`src/rtl/pipelined_barrel_shifter.sv`:
```
// pipelined_barrel_shifter: WIDTH-bit shift/rotate pipe, one stage per shamt bit, valid/ready with global stall.
module pipelined_barrel_shifter #(
  parameter int WIDTH = 32,
  localparam int LOG2W = $clog2(WIDTH)
) (
  input  logic             clk,
  input  logic             rst,
  input  logic             in_valid,
  output logic             in_ready,
  input  logic [WIDTH-1:0] in_data,
  input  logic [LOG2W-1:0] in_shamt,
  input  logic [2:0]       in_op,
  output logic             out_valid,
  input  logic             out_ready,
  output logic [WIDTH-1:0] out_data,
  output logic             out_zero
);
  function automatic logic [WIDTH-1:0] rev(input logic [WIDTH-1:0] x);
    logic [WIDTH-1:0] r;
    for (int i = 0; i < WIDTH; i++) r[i] = x[WIDTH-1-i];
    return r;
  endfunction
  // index 0 is the input register; index k+1 holds the result of shift stage k
  logic [WIDTH-1:0] data_q [LOG2W+1];
  logic             left_q [LOG2W+1];
  logic             valid_q [LOG2W+1];
  logic [LOG2W-1:0] shamt_q [LOG2W];
  logic [1:0]       cls_q [LOG2W];
  logic             msb_q [LOG2W];
  logic [WIDTH-1:0] data_d [LOG2W];
  logic             advance;
  logic             left_in;
  assign out_valid = valid_q[LOG2W];
  assign advance   = !out_valid || out_ready;
  assign in_ready  = advance && !rst;
  assign left_in   = in_op == 3'd0 || in_op == 3'd3;
  assign out_data  = left_q[LOG2W] ? rev(data_q[LOG2W]) : data_q[LOG2W];
  assign out_zero  = out_valid && out_data == '0;
  // cls: 0 zero fill, 1 sign fill, 2 rotate
  for (genvar g = 0; g < LOG2W; g++) begin : g_stage
    localparam int N = 1 << (LOG2W - 1 - g);
    assign data_d[g] = !shamt_q[g][LOG2W-1-g] ? data_q[g] :
                       cls_q[g] == 2'd2 ? (data_q[g] >> N) | (data_q[g] << (WIDTH - N)) :
                       (cls_q[g] == 2'd1 && msb_q[g]) ? ~(~data_q[g] >> N) :
                       data_q[g] >> N;
  end
  always_ff @(posedge clk)
    if (rst) begin
      for (int i = 0; i <= LOG2W; i++) begin
        data_q[i]  <= '0;
        left_q[i]  <= 1'b0;
        valid_q[i] <= 1'b0;
      end
      for (int i = 0; i < LOG2W; i++) begin
        shamt_q[i] <= '0;
        cls_q[i]   <= '0;
        msb_q[i]   <= 1'b0;
      end
    end else if (advance) begin
      data_q[0]  <= left_in ? rev(in_data) : in_data;
      left_q[0]  <= left_in;
      valid_q[0] <= in_valid;
      shamt_q[0] <= in_op > 3'd4 ? '0 : in_shamt;
      cls_q[0]   <= in_op == 3'd2 ? 2'd1 : (in_op == 3'd3 || in_op == 3'd4) ? 2'd2 : 2'd0;
      msb_q[0]   <= in_data[WIDTH-1];
      for (int i = 0; i < LOG2W; i++) begin
        data_q[i+1]  <= data_d[i];
        left_q[i+1]  <= left_q[i];
        valid_q[i+1] <= valid_q[i];
      end
      for (int i = 1; i < LOG2W; i++) begin
        shamt_q[i] <= shamt_q[i-1];
        cls_q[i]   <= cls_q[i-1];
        msb_q[i]   <= msb_q[i-1];
      end
    end
endmodule
```
`config.mk`:
```
export PLATFORM = sky130hd
export DESIGN_NAME = pipelined_barrel_shifter
export DESIGN_NICKNAME = d
export VERILOG_FILES = /design/src/rtl/pipelined_barrel_shifter.sv
export SDC_FILE = /design/constraint.sdc
export NUM_CORES = 1
export LEC_CHECK = 0
export ABC_AREA = 1
export CORE_MARGIN = 4
export CORE_UTILIZATION = 60
export CTS_CLUSTER_SIZE = 8
export DETAILED_ROUTE_END_ITERATION = 12
export PLACE_DENSITY = 0.92
export SYNTH_ARGS = -nofsm -noshare
export SYNTH_HDL_FRONTEND = slang
export SYNTH_SLANG_ARGS = --single-unit
```
`constraint.sdc`:
```
create_clock -name clk -period 19.4 [get_ports clk]
set_input_delay 3.88 -clock clk [delete_from_list [all_inputs] [get_ports clk]]
set_output_delay 3.88 -clock clk [all_outputs]
set_load 0.02 [all_outputs]
```
==> run metrics <==
Clock Power Share=43.2%; Mapped Nets=1,198; CP Max Fanout=108; Tcrit/Tclk final=55.1%; final RePlAce weighted congestion=1.01; Yosys top cell by area=edfxtp_1; Register Area=7030 um2; Post-Synth Simple-Gate Area=18.8%; ANT cells=0; Synth warnings=0; number of port buffers=78; final core utilization=70.5%; clk_skew=0.0266 ns; dpl hpwl=13,000 um; Adder-Cell Fraction of Synth Area=0%; Core Area=18,000 um2; multiplexer share of the synthesized area=0%; DIE AREA=20,500 um2; Crit path buffers/inverters=4; max-slew violation count=0; Die W=143 um; Hold Crit Class=reg -> reg; Die H=143 um; #FFs+latches synth=234; Hold WS=0.546 ns; clock-pin slew on the worst setup and hold paths=0.05 ns; fin crit period=10.69 ns; crit path DAT=6.81 ns; vias in the first global route=7,662; Mapped Cells=1,154; Initial Utilization=61.0%; XOR/XNOR Fraction of Synth Area=0%; leading cell types in the layout, fill and taps excluded=355 x nand2_1, 234 x edfxtp_1, 147 x nor2_1; RSZ-0062 raised after global routing=false; sequential share of power=50.9%; total number of vias=7,965; final hold viol count=0; grt ovf=0; largest net degree at the start of global routing=109; CTS Buffer Depth=3; Compound-Gate Fraction of Synth Area=10.2%; most common cell after layout, fill and taps aside=nand2_1; CTS Root Cell=clkbuf_16; Worst slew margin=28.3%; htree depth=2; Crit path largest cell delay=0.99 ns; DRT Pass-1 Iters=6; sw frac=21.4%; top post-synthesis cells by area=edfxtp_1 64%, nand2_1 12%, a21oi_1 6.0%, nor2_1 5.0%, inv_1 4.0%; # IOs=79; crit-path leading delay family=buffers and inverters; first-pass GRT wire length=35,100 um; antenna violations before repair=0; critical path endpoint category=output pin; Layout Nets=1,249; top-area cell type share of the netlist area=64.2%; main combinational cell family by area after synthesis=simple AND/OR/NAND/NOR gates; area of the multi-input gates=3190 um2; worst path required time=15.52 ns; layout cell share with drive strength beyond 1=5.23%; synth unique cells=20; postcts setup bufs=0; wire per inst=15.0 um; Post-route DRC=0; Synth Cell Area=11,000 um2; worst-skew pair later-pin latency=0.50 ns; VDD IR max=55.3 uV; PostCTS Resize Cnt=0; Final Setup Violations=0; worst setup path category=in -> out; Power per Cell Area=93.0 nW/um2; startpoint class of the critical path=primary input; f_max=0.0935 GHz; run status=completed; total CTS buffers=35; WL final=21,500 um; GRT Util Overall=21.1%; NetSw=252 uW; P_leak=0.00504 uW; final setup TNS=0 ns; Initial DRC Count=895; Detail Route Antenna Nets=0; Max Cap Violations=0; cell internal pwr=927 uW; CTS tree=yes; Slowest-stage cell, CP=inv_2; Area Growth Syn to Fin=15.7%; Cell Rows=49; vias per cell=5.55; clock sink count=234; Fillers=1,175; Worst Tran Pin Value=1.08 ns; CTS Hold Bufs=0; Gate power share=5.9%; post-synthesis sequential area ratio=64.2%; Syn Area/Cell=9.49 um2; Pwr Total=1180 uW; most used cell, CP=clkdlybuf4s50_1; worst-path cell chain=clkdlybuf4s50_1 > inv_1 > nand2_1 > nand2_4 > inv_2 > clkdlybuf4s50_1
## final cells by class
type | count | area share [%]
Sequential cell | 234 | 55.5
Clock inverter | 2 | 0.138
Clock buffer | 35 | 6.91
Timing Repair Buffer | 84 | 6.52
Tap cell | 229 | 2.26
Inverter | 119 | 3.53
Multi-Input combinational cell | 731 | 25.2
## stage by stage
step                instances  setup WS, ns  cell area, um2
floorplan                1154          7.87           11000
global placement         1397          8.80           11800
detailed placement       1397          8.70           11800
CTS                      1434          8.71           12700
global route             1434          8.48           12700
finish                   1434          8.71           12700
## logic make-up (layout without fill, tap and decap cells)
kind of cell,count (synthesis),in the layout
simple gates,532,532
flops,234,234
compound gates,199,199
buf+inv,189,240
## power by group through the flow
stage / Clock (uW) / Combinational, uW / Sequential [uW]
finish: 509 / 70.0 / 600
CTS: 514 / 69.7 / 599
global placement: 0 / 65.4 / 605
floorplan: 0 / 48.4 / 601
detailed placement: 0 / 68.1 / 607
global route: 536 / 78.5 / 601
## layer usage
| layer | vias to the layer above | share of wire [%] | GRT usage (%) |
|---|---|---|---|
| met5 | - | 0 | 0 |
| met3 | 50 | 6.0 | 3.85 |
| li1 | 3908 | - | - |
| met4 | 0 | 2.9 | 8.25 |
| met2 | 347 | 54 | 40.8 |
| met1 | 3660 | 37 | 22.5 |
## synth_stat cells
cell        n
nor2_2      1
buf_1       8
o22a_1      1
nand2_1   356
buf_2      20
nand3_1    12
nor3_1      1
inv_2       3
inv_1     116
a21oi_1   131
o21ai_1     5
nand2_2    14
o211ai_1    4
buf_6       3
nand3b_1    1
nor2_1    147
clkbuf_1   39
o21ai_0    30
edfxtp_1  234
o221ai_1   28
## sequential cells by signal, summed over array words and instances (netlist names)
register and cells:
data_q 192, cls_q 10, valid_q 6, msb_q 5, shamt_q 15, left_q 6
## worst register-to-register path, delay by kind of cell (launching register included)
kind          cells  cell delay, ns
flops             1            0.50
buf+inv           2            1.77
simple gates      1            0.74
## worst paths after layout
kind / startpoint / to / slack, ns / cells past startpoint
worst max-delay path: out_ready / in_ready / 8.71 / 6
worst min-delay path: valid_q[0][3]$_SDFFCE_PN0P_ / valid_q[0][4]$_SDFFCE_PN0P_ / 0.55 / 2
worst max register to register: valid_q[0][5]$_DFFE_PP_ / data_q[0][60]$_SDFFCE_PN0P_ / 15.96 / 3
worst min register to register: valid_q[0][3]$_SDFFCE_PN0P_ / valid_q[0][4]$_SDFFCE_PN0P_ / 0.55 / 2
Note: power is estimated with default switching activity, not from simulation.
